--- src/rtl/spec_window_packer.sv ---
`default_nettype none
// spec_window_packer: keeps bins inside the latched window, prefixes each range bin with a header
// and drains the words through an output FIFO. Optional trailer/checksum: define SPW_CHECKSUM_EN.
module spec_window_packer #(
    parameter int          FFT_LEN    = 1024,
    parameter int          FIFO_DEPTH = 32,
    parameter logic [15:0] HDR_SYNC   = 16'h5AA5
) (
    input  logic        clk_i,
    input  logic        rst_n_i,
    input  logic        frame_start_i,
    input  logic [63:0] data_i,
    input  logic        valid_i,
    input  logic [15:0] low_lim_i,
    input  logic [15:0] high_lim_i,
    input  logic [15:0] n_rangebins_i,
    output logic [15:0] y0_o,
    output logic [15:0] y0z_o,
    output logic [15:0] y1_o,
    output logic [15:0] y1z_o,
    output logic        valid_o,
    output logic        frame_done_o,
    output logic        overflow_o,
    output logic        seq_err_o
);
    localparam int            BW       = $clog2(FFT_LEN);
    localparam int            AW       = $clog2(FIFO_DEPTH);
    localparam int            CW       = AW + 1;
    localparam logic [BW-1:0] LAST_BIN = BW'(FFT_LEN - 1);
    localparam logic [15:0]   MAX_HIGH = 16'(FFT_LEN - 1);
    localparam logic [CW:0]   DEPTH_W  = (CW+1)'(FIFO_DEPTH);

    logic [15:0]   low_q, high_q, nrb_q, frame_cnt, rb_idx;
    logic [BW-1:0] bin_idx;
    logic [63:0]   mem [FIFO_DEPTH];
    logic [AW-1:0] wr_ptr, rd_ptr, wr_ptr_nx;
    logic [CW-1:0] count;
    logic [63:0]   out_word;

    logic [15:0]   high_clamp, nrb_in, eff_low, eff_high, eff_nrb, eff_fc, eff_rb;
    logic [15:0]   bin16, win_len;
    logic [BW-1:0] eff_bin;
    logic          in_win, hdr_req, dat_req, trl_req, last_bin, last_rb, rd_en, drop;
    logic [63:0]   hdr_word, trl_word, word_a, word_b;
    logic [1:0]    n_req, n_acc;
    logic [CW:0]   free_slots;

    // A frame_start in the same cycle as valid_i makes that word bin 0 under the new limits.
    always_comb begin
        high_clamp = (high_lim_i > MAX_HIGH) ? MAX_HIGH : high_lim_i;
        nrb_in     = (n_rangebins_i == 16'd0) ? 16'd1 : n_rangebins_i;
        eff_low    = frame_start_i ? low_lim_i       : low_q;
        eff_high   = frame_start_i ? high_clamp      : high_q;
        eff_nrb    = frame_start_i ? nrb_in          : nrb_q;
        eff_fc     = frame_start_i ? frame_cnt + 16'd1 : frame_cnt;
        eff_rb     = frame_start_i ? 16'd0           : rb_idx;
        eff_bin    = frame_start_i ? '0              : bin_idx;
        bin16      = 16'(eff_bin);
        win_len    = (eff_low > eff_high) ? 16'd0 : eff_high - eff_low + 16'd1;
        in_win     = (bin16 >= eff_low) && (bin16 <= eff_high);
        hdr_req    = valid_i && (eff_bin == '0);
        dat_req    = valid_i && in_win;
        last_bin   = valid_i && (eff_bin == LAST_BIN);
        last_rb    = (eff_rb == eff_nrb - 16'd1);
        hdr_word   = {HDR_SYNC, eff_rb, win_len, eff_fc};
    end

`ifdef SPW_CHECKSUM_EN
    logic [15:0] xor_acc, xor_next;

    function automatic logic [15:0] lane_xor(input logic [63:0] w);
        return w[63:48] ^ w[47:32] ^ w[31:16] ^ w[15:0];
    endfunction

    always_comb begin
        xor_next = (hdr_req ? lane_xor(hdr_word) : xor_acc) ^ (dat_req ? lane_xor(data_i) : 16'd0);
        trl_req  = last_bin;
        trl_word = {16'hA55A, 32'd0, xor_next};
    end

    always_ff @(posedge clk_i or negedge rst_n_i) begin
        if (!rst_n_i)
            xor_acc <= '0;
        else if (valid_i)
            xor_acc <= xor_next;
    end
`else
    assign trl_req  = 1'b0;
    assign trl_word = '0;
`endif

    // Up to two words per cycle; the read frees its slot before writes are admitted.
    always_comb begin
        n_req        = 2'(hdr_req) + 2'(dat_req) + 2'(trl_req);
        word_a       = hdr_req ? hdr_word : (dat_req ? data_i : trl_word);
        word_b       = hdr_req ? data_i : trl_word;
        rd_en        = (count != '0);
        free_slots   = DEPTH_W - {1'b0, count} + (CW+1)'(rd_en);
        n_acc        = (free_slots >= (CW+1)'(n_req)) ? n_req : free_slots[1:0];
        drop         = (n_acc != n_req);
        wr_ptr_nx    = wr_ptr + AW'(1);
        frame_done_o = last_bin && last_rb;
    end

    always_ff @(posedge clk_i or negedge rst_n_i) begin
        if (!rst_n_i) begin
            low_q      <= '0;
            high_q     <= '0;
            nrb_q      <= '0;
            frame_cnt  <= '0;
            rb_idx     <= '0;
            bin_idx    <= '0;
            overflow_o <= 1'b0;
            seq_err_o  <= 1'b0;
            count      <= '0;
            wr_ptr     <= '0;
            rd_ptr     <= '0;
            out_word   <= '0;
            valid_o    <= 1'b0;
        end else begin
            if (frame_start_i) begin
                low_q     <= low_lim_i;
                high_q    <= high_clamp;
                nrb_q     <= nrb_in;
                frame_cnt <= frame_cnt + 16'd1;
                if (bin_idx != '0)
                    seq_err_o <= 1'b1;
            end
            if (valid_i) begin
                if (eff_bin == LAST_BIN) begin
                    bin_idx <= '0;
                    rb_idx  <= last_rb ? 16'd0 : eff_rb + 16'd1;
                end else begin
                    bin_idx <= eff_bin + BW'(1);
                    rb_idx  <= eff_rb;
                end
            end else if (frame_start_i) begin
                bin_idx <= '0;
                rb_idx  <= '0;
            end
            overflow_o <= (overflow_o && !frame_start_i) || drop;
            count      <= count + CW'(n_acc) - CW'(rd_en);
            wr_ptr     <= wr_ptr + AW'(n_acc);
            if (rd_en) begin
                rd_ptr   <= rd_ptr + AW'(1);
                out_word <= mem[rd_ptr];
            end
            valid_o <= rd_en;
        end
    end

    always_ff @(posedge clk_i) begin
        if (n_acc != 2'd0)
            mem[wr_ptr] <= word_a;
        if (n_acc == 2'd2)
            mem[wr_ptr_nx] <= word_b;
    end

    assign y0_o  = out_word[63:48];
    assign y0z_o = out_word[47:32];
    assign y1_o  = out_word[31:16];
    assign y1z_o = out_word[15:0];

endmodule
`default_nettype wire
--- config.mk ---
export PLATFORM = sky130hd
export DESIGN_NAME = spec_window_packer
export DESIGN_NICKNAME = d
export VERILOG_FILES = /design/src/rtl/spec_window_packer.sv
export SDC_FILE = /design/constraint.sdc
export NUM_CORES = 2
export LEC_CHECK = 0
export ABC_CLOCK_PERIOD_IN_PS = 9200
export CORE_UTILIZATION = 55
export CTS_CLUSTER_DIAMETER = 150
export DETAILED_ROUTE_END_ITERATION = 8
export HOLD_SLACK_MARGIN = 0.08
export PLACE_DENSITY = 0.74
export SLEW_MARGIN = 20
export SYNTH_ARGS = -nofsm -noshare
export SYNTH_HDL_FRONTEND = slang
export SYNTH_SLANG_ARGS = --single-unit
--- constraint.sdc ---
create_clock -name clk_i -period 9.2 [get_ports clk_i]
set_clock_uncertainty 0.1 [all_clocks]
set_input_delay 1.84 -clock clk_i [delete_from_list [all_inputs] [get_ports clk_i]]
set_output_delay 1.84 -clock clk_i [all_outputs]
set_load 0.02 [all_outputs]
==> results.sh <==
export IMPL_gp_congestion=0.894
export IMPL_slowest_delay_ns=0.88
export IMPL_period_share=0.891
export IMPL_timing_hold_ws_ns=0.380
export IMPL_ctsRootBufferMaster="clkbuf_16"
export IMPL_h_tree_depth=4
export IMPL_ys_types=81
export IMPL_synth_top_flop_cell="edfxtp_1"
export IMPL_fill_cells=14800
export IMPL_p_per_area_mw_per_mm2=246
export IMPL_antenna_found_initial=4
export IMPL_seqPwrFrac=0.403
export IMPL_dr_pass1_iters=7
export IMPL_first_global_vias=76500
export IMPL_initial_core_util=0.556
export IMPL_dp_slack_ns=0.298
export IMPL_routed_wirelength_um=352000
export IMPL_regArea_mm2=0.0658
export IMPL_tritoncts="done"
export IMPL_critPathRequiredTime_ns=9.67
export IMPL_synth_edf_count=2048
export IMPL_grtUsageTotal=0.342
export IMPL_min_period_ns=8.20
export IMPL_yosys_area_share_simple=0.0474
export IMPL_crit_type="input pin to flip-flop"
export IMPL_die_width_um=452
export IMPL_hold_viol_final=0
export IMPL_drive_gt1_frac=0.170
export IMPL_p_sw_mw=9.57
export IMPL_netlist_area_mm2=0.111
export IMPL_ys_ff_latch=2221
export IMPL_power_mw=30.1
export IMPL_grt_setup_unrepaired="no"
export IMPL_crit_fanout=40
export IMPL_clk_latency_ns=0.89
export IMPL_fin_area_mm2=0.123
export IMPL_dieHeight_um=452
export IMPL_post_cts_buffers=0
export IMPL_cp_common_cell="a21oi_1"
export IMPL_initialDrtViolationCount=13500
export IMPL_vias=78700
export IMPL_combPwrFrac=0.299
export IMPL_seq_area_frac_synth=0.591
export IMPL_synth_xor_area_frac=0.00613
export IMPL_yosys_area_share_adder=0.00974
export IMPL_synth_warnings=0
export IMPL_fmax_ghz=0.122
export IMPL_ioPinCount=184
export IMPL_wl_per_cell_um=31.8
export IMPL_hold_class="flip-flop to flip-flop"
export IMPL_crit_slowest_cell="buf_4"
export IMPL_start_kind="input pin"
export IMPL_io_buffers=183
export IMPL_area_growth_pct=9.98
export IMPL_avgViaCountPerCell=7.12
export IMPL_grt_pass1_wl_um=513000
export IMPL_internal_power_mw=20.6
export IMPL_syn_avg_cell_area_um2=12.9
export IMPL_cts_resized=0
export IMPL_status="completed"
export IMPL_worstMarginPinSlew_ns=1.23
export IMPL_holdBufCountCts=0
export IMPL_arrival_ns=8.66
export IMPL_synth_compound_area_frac=0.133
export IMPL_route_detailed_drc=0
export IMPL_cts_reportedPaths_clkPinSlew_ns=0.06
export IMPL_die_area_mm2=0.204
export IMPL_slew_headroom=0.176
export IMPL_grt_overflow_total=0
export IMPL_core_area_mm2=0.200
export IMPL_drtAntennaViolNets=0
export IMPL_layout_commonest_cell="a21oi_1"
export IMPL_ir_drop_mv=0.265
export IMPL_synth_top_family_by_area="multiplexers"
export IMPL_swShare=0.318
export IMPL_multiInputGateArea_mm2=0.0416
export IMPL_netlist_instances=8611
export IMPL_power_frac_clock=0.299
export IMPL_slew_violations=0
export IMPL_setup_tns_ns=0
export IMPL_place_area_mm2=0.115
export IMPL_setup_violations=0
export IMPL_nNetsFinal=8403
export IMPL_syn_num_nets=8811
export IMPL_p_leak_nw=42.8
export IMPL_cts_buffers_inserted=224
export IMPL_synth_mux_area_frac=0.170
export IMPL_cap_viol_max_count=0
export IMPL_layout_setup_ws_ns=1.00
export IMPL_clock_sinks=2221
export IMPL_cts_buffer_depth=3
export IMPL_endpoint_kind="flip-flop"
export IMPL_crit_chain="clkdlybuf4s50_1, nor4_2, nand2_1, nor2_1, a21oi_2, inv_1, ha_1, a21oi_1, nor2b_1, o21ai_0, a21oi_1, o31a_2, nor2_4, ha_1, ha_1, nand2b_1, a21oi_1, o211ai_2, nor2_4, mux2_4, buf_4, or4_4, buf_4, a21oi_1"
export IMPL_dp_hpwl_um=194000
export IMPL_layout_common_cells="2064 x a21oi_1, 2048 x edfxtp_1, 640 x mux4_2"
export IMPL_synthArstFlopShare=0.0779
export IMPL_grt_max_degree=217
export IMPL_rows=164
## layout make-up
cell class,instances,area share
flip-flops and latches,2221,0.537
multi-input cells,5223,0.339
clock buffers,300,0.0492
repair buffers,469,0.0365
well taps,2656,0.0271
clock inverters,119,0.00854
inverters,64,0.00206
diodes,1,0.0000204
## Yosys cell counts, drive strengths merged (19+ instances only)
cell type	number	area (µm²)
edfxtp	2048	61500
mux4	640	14400
a21oi	2073	10400
xor2	26	228
or3	19	119
o21ai	621	3110
buf	392	1920
nor3	50	375
ha	82	1030
inv	64	240
nor2b	26	163
xnor2	52	455
a22oi	34	420
nor2	451	1710
mux2i	434	4340
nand2	223	837
dfrtp	173	4330
clkbuf	711	2670
nand3	291	1460
## path summary, 6_finish.rpt
| path | startpoint | endpoint | slack, ns | cells past startpoint |
|---|---|---|---|---|
| worst min-delay path | out_word[50]$_DFFE_PN0N_ | out_word[50]$_DFFE_PN0N_ | 0.38 | 2 |
| max in group asynchronous | rst_n_i | out_word[5]$_DFFE_PN0N_ | 6.80 | 2 |
| worst max-delay path | high_lim_i[11] | mem[12][29]$_DFFE_PP_ | 1.00 | 24 |
| min in group asynchronous | rst_n_i | out_word[55]$_DFFE_PN0N_ | 0.85 | 1 |
| worst min register to register | out_word[50]$_DFFE_PN0N_ | out_word[50]$_DFFE_PN0N_ | 0.38 | 2 |
| worst max register to register | bin_idx[9]$_DFF_PN0_ | mem[12][29]$_DFFE_PP_ | 2.48 | 19 |
## power by group through the flow
| stage | sequential (mW) | clock (mW) | combinational [mW] |
|---|---|---|---|
| finish | 12.1 | 9.00 | 9.01 |
| global route | 12.2 | 9.39 | 9.35 |
| CTS | 12.1 | 9.02 | 8.93 |
| detailed placement | 12.3 | 0 | 8.89 |
| global placement | 12.3 | 0 | 8.78 |
| floorplan | 12.3 | 0 | 5.86 |
## worst max-delay path: cells and delay by family
family                     cells  cell delay, ns
AOI/OAI and AO/OA              8            1.49
adders and majority gates      3            0.90
buffers and inverters          4            2.03
muxes                          1            0.41
and+or+nand+nor                8            1.92
## state kept, by name, summed over array words and instances (netlist names)
| name | flops |
|---|---|
| bin_idx | 10 |
| count | 6 |
| frame_cnt | 16 |
| high_q | 16 |
| low_q | 16 |
| mem | 2048 |
| nrb_q | 16 |
| out_word | 64 |
| overflow_o | 1 |
| rb_idx | 16 |
| rd_ptr | 5 |
| seq_err_o | 1 |
| valid_o | 1 |
| wr_ptr | 5 |
## per-stage QoR
stage / cells / utilization
final: 11100 / 0.612
after global routing: 11100 / 0.612
after CTS: 11000 / 0.611
after detailed placement: 10600 / 0.575
after global placement: 10600 / 0.575
after floorplan: 8611 / -
## metal layers
| metal | vias to the layer above | wire, µm | track usage |
|---|---|---|---|
| met5 | - | 21 | 0 |
| met4 | 4 | 22800 | 0.197 |
| met3 | 1119 | 48200 | 0.0752 |
| met2 | 6583 | 163000 | 0.533 |
| met1 | 38800 | 118000 | 0.445 |
| li1 | 32200 | - | - |
## kinds of logic after synthesis
group           count (synthesis)
flops                        2221
fa+ha+maj                      86
simple gates                 1146
buf+inv                      1167
xor+xnor                       78
mux                          1088
compound gates               2825
No activity file was read; power rests on OpenSTA's default activity.
